<file path="src/rtl/processor_defs.sv">
// Shared definitions for the program loader: FSM states, frame
// constants and the RAM write-strobe polarity used by mem_control_unit.
package processor_defs;

    localparam int   LEN_W          = 16;
    localparam int   BYTES_PER_WORD = 4;
    localparam int   WORD_W         = 32;
    localparam logic RAM_WR         = 1'b1;

    typedef enum logic [2:0] {
        S_LEN_HI,
        S_LEN_LO,
        S_DATA,
        S_WRITE,
        S_CSUM,
        S_DONE,
        S_ERROR
    } state_t;

    // States in which the loader takes a byte from the stream.
    function automatic logic accepts(state_t s);
        return (s == S_LEN_HI) || (s == S_LEN_LO) ||
               (s == S_DATA)   || (s == S_CSUM);
    endfunction

endpackage

</file>
<file path="src/rtl/program_loader_if.sv">
// Byte-stream input and RAM write-port bundle of the program loader.
// The loader is the slave; the byte source / RAM side is the master.
interface program_loader_if;
    import processor_defs::*;

    logic              byte_valid;
    logic [7:0]        byte_data;
    logic              byte_ready;
    logic              mem_rw;
    logic [LEN_W-1:0]  mem_address;
    logic [WORD_W-1:0] mem_data;

    modport master (
        output byte_valid, byte_data,
        input  byte_ready, mem_rw, mem_address, mem_data
    );

    modport slave (
        input  byte_valid, byte_data,
        output byte_ready, mem_rw, mem_address, mem_data
    );

endinterface

</file>
<file path="src/rtl/loader_word_packer.sv">
// Big-endian byte-to-word shifter with a 2-bit byte index and a running
// XOR over every byte of the frame.
module loader_word_packer
    import processor_defs::*;
(
    input  logic              clk,
    input  logic              reset,
    input  logic              clear,
    input  logic              load,
    input  logic              pack,
    input  logic [7:0]        byte_data,
    output logic [WORD_W-1:0] word,
    output logic              word_full,
    output logic [7:0]        xor_acc
);

    logic [WORD_W-1:0] r_word;
    logic [1:0]        r_idx;
    logic [7:0]        r_xor;

    always_ff @(posedge clk) begin
        if (!reset || clear) begin
            r_word <= '0;
            r_idx  <= '0;
            r_xor  <= '0;
        end else if (load) begin
            r_xor <= r_xor ^ byte_data;
            // Only payload bytes go into the word; header bytes just feed the XOR.
            if (pack) begin
                r_word <= {r_word[WORD_W-9:0], byte_data};
                r_idx  <= r_idx + 2'd1;
            end
        end
    end

    assign word      = r_word;
    assign xor_acc   = r_xor;
    assign word_full = load && pack &&
                       (r_idx == 2'(BYTES_PER_WORD - 1));

endmodule

</file>
<file path="src/rtl/program_loader.sv">
// Boot-time loader: unpacks a framed byte stream into RAM words and
// releases the core from reset only after a verified image.
module program_loader
    import processor_defs::*;
#(
    parameter logic [15:0] BASE_ADDR = 16'h0000,
    parameter int          MAX_WORDS = 256
) (
    input  logic              clk,
    input  logic              reset,
    program_loader_if.slave   bus,
    output logic              core_reset,
    output logic              done,
    output logic              error,
    output logic [LEN_W-1:0]  words_loaded
);

    localparam logic [LEN_W:0] MAX_LEN = (LEN_W + 1)'(MAX_WORDS);

    state_t             r_state;
    state_t             w_next;
    logic               r_byte_ready;
    logic               r_mem_rw;
    logic [LEN_W-1:0]   r_addr;
    logic [7:0]         r_len_hi;
    logic [LEN_W-1:0]   r_len;
    logic [LEN_W-1:0]   r_words;
    logic               r_done;
    logic               r_error;
    logic               r_core_reset;

    logic               w_hs;
    logic [LEN_W-1:0]   w_len;
    logic [WORD_W-1:0]  w_word;
    logic               w_full;
    logic [7:0]         w_xor;
    logic               w_clear;

    assign w_hs    = bus.byte_valid && r_byte_ready;
    assign w_len   = {r_len_hi, bus.byte_data};
    assign w_clear = (r_state == S_LEN_HI) && !w_hs;

    loader_word_packer u_packer (
        .clk       (clk),
        .reset     (reset),
        .clear     (w_clear),
        .load      (w_hs),
        .pack      (r_state == S_DATA),
        .byte_data (bus.byte_data),
        .word      (w_word),
        .word_full (w_full),
        .xor_acc   (w_xor)
    );

    always_comb begin
        w_next = r_state;
        unique case (r_state)
            S_LEN_HI: if (w_hs) w_next = S_LEN_LO;
            S_LEN_LO: begin
                if (w_hs) begin
                    if ({1'b0, w_len} > MAX_LEN) w_next = S_ERROR;
                    else if (w_len == '0)        w_next = S_CSUM;
                    else                         w_next = S_DATA;
                end
            end
            S_DATA:  if (w_full) w_next = S_WRITE;
            S_WRITE: begin
                if (r_words + 16'd1 == r_len) w_next = S_CSUM;
                else                          w_next = S_DATA;
            end
            S_CSUM: begin
                if (w_hs) begin
                    w_next = (bus.byte_data == w_xor) ? S_DONE : S_ERROR;
                end
            end
            default: w_next = r_state;
        endcase
    end

    // Outputs are registered from the next state so they line up with it.
    always_ff @(posedge clk) begin
        if (!reset) begin
            r_state      <= S_LEN_HI;
            r_byte_ready <= 1'b0;
            r_mem_rw     <= !RAM_WR;
            r_addr       <= BASE_ADDR;
            r_len_hi     <= '0;
            r_len        <= '0;
            r_words      <= '0;
            r_done       <= 1'b0;
            r_error      <= 1'b0;
            r_core_reset <= 1'b0;
        end else begin
            r_state      <= w_next;
            r_byte_ready <= accepts(w_next);
            r_mem_rw     <= (w_next == S_WRITE) ? RAM_WR : !RAM_WR;
            if (r_state == S_LEN_HI && w_hs) r_len_hi <= bus.byte_data;
            if (r_state == S_LEN_LO && w_hs) r_len <= w_len;
            if (r_state == S_WRITE) begin
                r_addr  <= r_addr + 16'd1;
                r_words <= r_words + 16'd1;
            end
            if (w_next == S_DONE) begin
                r_done       <= 1'b1;
                r_core_reset <= 1'b1;
            end
            if (w_next == S_ERROR) r_error <= 1'b1;
        end
    end

    assign bus.byte_ready  = r_byte_ready;
    assign bus.mem_rw      = r_mem_rw;
    assign bus.mem_address = r_addr;
    assign bus.mem_data    = w_word;
    assign core_reset      = r_core_reset;
    assign done            = r_done;
    assign error           = r_error;
    assign words_loaded    = r_words;

endmodule

</file>
<file path="src/flat_wrapper.sv">
// flat-port wrapper written by rule: the top's interface ports become plain ports
module program_loader_flat import processor_defs::*;
#(
    parameter logic [15:0] BASE_ADDR = 16'h0000,
    parameter int          MAX_WORDS = 256
)
  (clk, reset, core_reset, done, error, words_loaded, bus_byte_valid, bus_byte_data, bus_byte_ready, bus_mem_rw, bus_mem_address, bus_mem_data);
  program_loader_if bus_i ();
  input  logic clk;
  input  logic reset;
  output logic core_reset;
  output logic done;
  output logic error;
  output logic [LEN_W-1:0] words_loaded;
  input wire logic [$bits(bus_i.byte_valid)-1:0] bus_byte_valid;
  input wire logic [$bits(bus_i.byte_data)-1:0] bus_byte_data;
  output wire logic [$bits(bus_i.byte_ready)-1:0] bus_byte_ready;
  output wire logic [$bits(bus_i.mem_rw)-1:0] bus_mem_rw;
  output wire logic [$bits(bus_i.mem_address)-1:0] bus_mem_address;
  output wire logic [$bits(bus_i.mem_data)-1:0] bus_mem_data;
  assign bus_i.byte_valid = bus_byte_valid;
  assign bus_i.byte_data = bus_byte_data;
  assign bus_byte_ready = bus_i.byte_ready;
  assign bus_mem_rw = bus_i.mem_rw;
  assign bus_mem_address = bus_i.mem_address;
  assign bus_mem_data = bus_i.mem_data;
  program_loader #(.BASE_ADDR(BASE_ADDR), .MAX_WORDS(MAX_WORDS)) u_core (.clk(clk), .reset(reset), .bus(bus_i), .core_reset(core_reset), .done(done), .error(error), .words_loaded(words_loaded));
endmodule
</file>
<file path="config.mk">
export PLATFORM = sky130hd
export DESIGN_NAME = program_loader_flat
export DESIGN_NICKNAME = d
export VERILOG_FILES = /design/src/rtl/processor_defs.sv /design/src/rtl/program_loader_if.sv /design/src/rtl/loader_word_packer.sv /design/src/rtl/program_loader.sv /design/src/flat_wrapper.sv
export SDC_FILE = /design/constraint.sdc
export NUM_CORES = 1
export LEC_CHECK = 0
export BUFFER_PORTS_ARGS = -buffer_cell sky130_fd_sc_hd__buf_2
export CAP_MARGIN = 25
export CORE_MARGIN = 1.5
export CORE_UTILIZATION = 35
export DETAILED_ROUTE_END_ITERATION = 7
export GPL_ROUTABILITY_DRIVEN = 0
export HOLD_SLACK_MARGIN = 0.05
export PLACE_DENSITY = 0.57
export RECOVER_POWER = 25
export SYNTH_ARGS = -nofsm -noshare
export SYNTH_HDL_FRONTEND = slang
export SYNTH_HIERARCHICAL = 1
export SYNTH_SLANG_ARGS = --single-unit
</file>
<file path="constraint.sdc">
create_clock -name clk -period 2.9 [get_ports clk]
set_input_delay 0.29 -clock clk [delete_from_list [all_inputs] [get_ports clk]]
set_output_delay 0.29 -clock clk [all_outputs]
set_load 0.05 [all_outputs]
</file>
# == Word-level counts from Yosys, hierarchy flattened ==
# Cells that the tools add are included.
# totals
ff_bits,105
inputBits,11
out_inout_bits,69
word_cells,56
# classes
add_sub_neg,3
magnitude_cmp,1
eq_ne,13
mux,10
bitwise,1
n_reduce_logical,16
# op_table
operator,count
16-bit by 1-bit adder with 16-bit output (second input constant),2
3-bit 2-to-1 mux,7
16-bit == test,1
16-bit by 9-bit greater-than comparator with 1-bit output (second input constant),1
16-bit logical NOT,1
3-bit one-hot mux with 5 select lines,1
3-bit by 2-bit == test with 1-bit output (second input constant),4
3-bit == test (second input constant),4
8-bit == test,1
8-bit bitwise XOR,1
3-bit by 1-bit == test with 1-bit output (second input constant),2
1-bit logical AND,6
3-bit logical NOT,2
1-bit logical OR,4
2-bit by 1-bit adder with 2-bit output (second input constant),1
2-bit == test (second input constant),1
1-bit logical NOT,2
2-bit 2-to-1 mux,1
2-bit AND reduction,1
1-bit 2-to-1 mux,1

# == Depth between registers and ports, before layout ==
# depth
word_depth,9
ltp_mapped,11
depth_no_buf,8

# == Modules after synthesis ==
# The synthesis kept the hierarchy.
# modules_own_cells
module,n_inst,cells_each,area_per_inst_um2
program_loader,1,368,3248.1
loader_word_packer,1,193,1846.8

# == Least setup slack after synthesis ==
# OpenSTA, ideal clock, no wires.
# synth_timing
kind,register to register
from,"register u_core.r_words[0], in the netlist u_core/words_loaded[0]"
to,"register u_core.r_mem_rw, in the netlist u_core/bus.mem_rw"
setup_time_ns,0.117
t_arrival_ns,2.801
t_required_ns,2.783
path_slack_ns,-0.018
stages_incl_launch_ff,9
path_buffers,0
synth_period_minus_slack_ns,2.918
path_cell_list,dfxtp_1 -> ha_1 -> nand3_1 -> nor3_1 -> o21ai_0 -> a222oi_1 -> nand4_1 -> a21oi_2 -> and4b_1
# synth_via
elab_chain_cells,6
# synth_lines
item,line_no,text
start: declaration,program_loader.sv:27,logic [LEN_W-1:0] r_words;
start signal: assignment,program_loader.sv:101,r_words <= r_words + 16'd1;
16-bit by 1-bit adder with 16-bit output,program_loader.sv:68,if (r_words + 16'd1 == r_len) w_next = S_CSUM;
16-bit == test,program_loader.sv:68,
3-bit 2-to-1 mux,program_loader.sv:68,
3-bit one-hot mux with 5 select lines,program_loader.sv:57,unique case (r_state)
3-bit by 2-bit == test with 1-bit output,program_loader.sv:96,r_mem_rw <= (w_next == S_WRITE) ? RAM_WR : !RAM_WR;
1-bit 2-to-1 mux,program_loader.sv:96,
end signal: assignment,program_loader.sv:85,r_mem_rw <= !RAM_WR;
end signal: assignment,program_loader.sv:96,
end: declaration,program_loader.sv:23,logic r_mem_rw;
# No other way between the ends.
# A chain may end at the register's enable or synchronous reset.

# == Worst setup path after layout ==
# layout_timing
from,"register u_core.r_words[10], in the netlist u_core/words_loaded[10]"
to,"register u_core.r_mem_rw, in the netlist u_core/bus.mem_rw"
# Same word-level chain as after synthesis.

==> flow_summary.toml <==
[route]
route.met3.wl_um = 749
wl_per_cell_um = 15.2
drtPass1Iterations = 4
wl_met1_um = 5830
vias = 4193
drcViolationCount = 0
wirelength_um = 12300
via_per_inst = 5.20
route.met2.wl_um = 5470
ant_nets = 0
dr.max_layer_used = "met4"
initialDrtViolationCount = 286

[run_status]
status = "finished, final reports clean"

[synth]
ys.flop_type = "dfxtp_1"
synth_compound_area_share_pct = 19.1
syn_inst = 561
synthSimpleGateAreaFrac_pct = 20.5
synth_cell_types = 55
netlist_area_mm2 = 0.00509
synth_nets = 575
ys_ff_latch = 105
ys_warn_count = 6
async_reset_ff_share_pct = 0
synth_largest_area_cell = "dfxtp_1"
synth_edf_count = 0
netlist.area_leader.share_pct = 41.3
synth_area_leaders = "dfxtp_1 41%, a21bo_2 8.3%, xnor2_1 6.0%"
synth-xor-area-share_pct = 8.60
muxShareOfSynthArea_pct = 4.91
ys_seq_area_share_pct = 41.3
synth_adder_area_share_pct = 0.737
avgSynthCellArea_um2 = 9.08
synth_top_family_by_area = "simple AND/OR/NAND/NOR gates"

[timing]
fin_skew_ps = 6.67
worst_slew_pin_slew_ps = 783
setup_viol = 0
layout_min_cycle_time_ps = 2680
hold_viol_final = 0
max-slew-margin-rel_pct = 47.8
tns_ps = 0
fmax_mhz = 373
rsz0062_at_grt = "false"
maxSlewViolCount = 0
fin_crit_sh_pct = 92.4

[global_route]
antenna_found_initial = 0
grt_pass1_wl_um = 19700
grt_max_degree = 87
grt_pass1_vias = 3855
gr-total-overflow = 0
grt.total_usage_pct = 16.7

[pwr]
p_per_area_mw_per_mm2 = 491
fin_total_pwr_mw = 2.87
ir_drop_v = 0.000269
p_leak_nw = 2.10

[floorplan]
die_area_mm2 = 0.0153
die_w_um = 124
core_area_mm2 = 0.0140
rows = 43
ios = 80
die_h_um = 124
initial_utilization_pct = 36.3

[critical_path]
arrival_ps = 2930
criticalPathCategory = "flop to flop"
crit_path_max_fanout = 10
endpoint_kind = "flop"
cp.required_ps = 3150
critPathLaunchType = "flop"

[placed_design]
placed_cells = 790
portBuffers = 79
place_hpwl_um = 8600

[cells_and_area]
final_common_cell = "dfxtp_1"
final_nets = 636
syn_to_final_growth_pct = 14.6
drive_above_1_share_pct = 20.7
antennaDiodeCount = 0
postLayoutCoreUtil_pct = 41.6
finalNonFillerCells = 807
filler_cell_count = 1409
layout_common_cells = "102 x dfxtp_1, 55 x a21oi_1, 53 x nor2_1, 43 x nand3_1, 42 x a21bo_2"

[job]
maxCapViolCount = 0

[clock_network]
cts_tree = "built"
clock-sinks = 105
htree_levels = 3
clock_latency_ps = 360
clk_pin_slew_worst_paths_ps = 70
cts_root_buffer = "clkbuf_16"
cts_buffers = 9
clk_path_buf_depth = 2

[worst_hold_path]
hp-class = "primary input to flop"
## stage by stage
step / hold slack (ps) / instance area, µm² / setup slack [ps]
2_1_floorplan: 404 / 5100 / 25.0
3_3_place_gp: 463 / 5580 / 324
3_5_place_dp: 474 / 5580 / 246
4_1_cts: 257 / 5870 / 211
5_1_grt: 270 / 5840 / 20.6
6_report: 264 / 5840 / 219
## worst paths after layout
check	from	to	slack, ps	cells past startpoint
min	reset	u_core/core_reset$_SDFFE_PN0N_	260	2
min reg2reg	u_core/u_packer/word[17]$_SDFFE_PP0P_	u_core/u_packer/word[25]$_SDFFE_PP0P_	490	2
max reg2reg	u_core/words_loaded[10]$_SDFFE_PN0P_	u_core/bus.mem_rw$_SDFF_PN0_	220	7
max	u_core/words_loaded[10]$_SDFFE_PN0P_	u_core/bus.mem_rw$_SDFF_PN0_	220	7
## critical path: stages, from the launching register on
cell	delay [ps]
dfxtp_1	520
nand3_1	210
or3_1	420
a211o_2	330
a2111oi_4	360
nand4_1	240
a21oi_2	260
and4b_1	220
## state kept, by name, summed over array words and instances (netlist names)
name,flops
u_core/words_loaded,16
u_core/r_state,3
u_core/u_packer/r_idx,2
u_core/r_len_hi,8
u_core/bus.mem_address,16
u_core/core_reset,1
u_core/error,1
u_core/r_len,16
u_core/u_packer/word,32
u_core/bus.mem_rw,1
u_core/bus.byte_ready,1
u_core/u_packer/xor_acc,8
## where the power goes
part / switching [mW] / internal (mW) / leakage (nW)
Sequential: 0.0172 / 1.46 / 0.849
Combinational: 0.131 / 0.0613 / 1.12
Clock: 0.583 / 0.617 / 0.133
## layer usage
layer / global-route usage [%] / vias to the layer above
li1: - / 2097
met1: 22.4 / 1995
met2: 24.8 / 85
met3: 5.04 / 16
met4: 6.90 / 0
met5: 0 / -
## cells by family (layout without fill, tap and decap cells)
family          Yosys count  count (layout)
simple gates            196             196
compound gates          133             133
flops                   105             105
xor+xnor                 50              50
buf+inv                  49             115
mux                      25              25
fa+ha+maj                 3               3
## cells in the mapped netlist, types with 2 or more instances
library cell	count
nand2b_1	3
nand3_1	43
ha_1	3
o21a_1	5
nand4_1	12
a211oi_1	2
and2_1	4
o21ai_0	13
or3_2	3
mux2i_1	25
or3_1	7
xor2_1	15
nor2b_1	3
nor3_1	11
buf_1	5
buf_2	12
buf_6	3
nand2_1	20
and3_1	3
inv_1	9
o211ai_1	3
nand3b_1	11
buf_4	5
nor2_1	53
nand3_2	2
nor4_1	6
clkbuf_1	14
nor3b_1	2
dfxtp_1	105
a21oi_1	55
a21bo_2	42
o31ai_1	3
xnor2_1	35
and3b_1	3
## layout make-up
type / count / area (µm²) / share of cell area (%)
Tap cell: 180 / 225 / 3.86
Clock inverter: 6 / 51.3 / 0.879
Clock buffer: 10 / 239 / 4.09
Sequential cell: 105 / 2110 / 36.1
Timing Repair Buffer: 90 / 422 / 7.22
Inverter: 9 / 33.8 / 0.579
Multi-Input combinational cell: 407 / 2760 / 47.3
## timing repair
item                       CTS  global route
setup buffers                0             1
resized for setup            0             5
setup endpoints to repair    0             4
hold buffers                 0             0
Power figures use the tool's default switching activity.
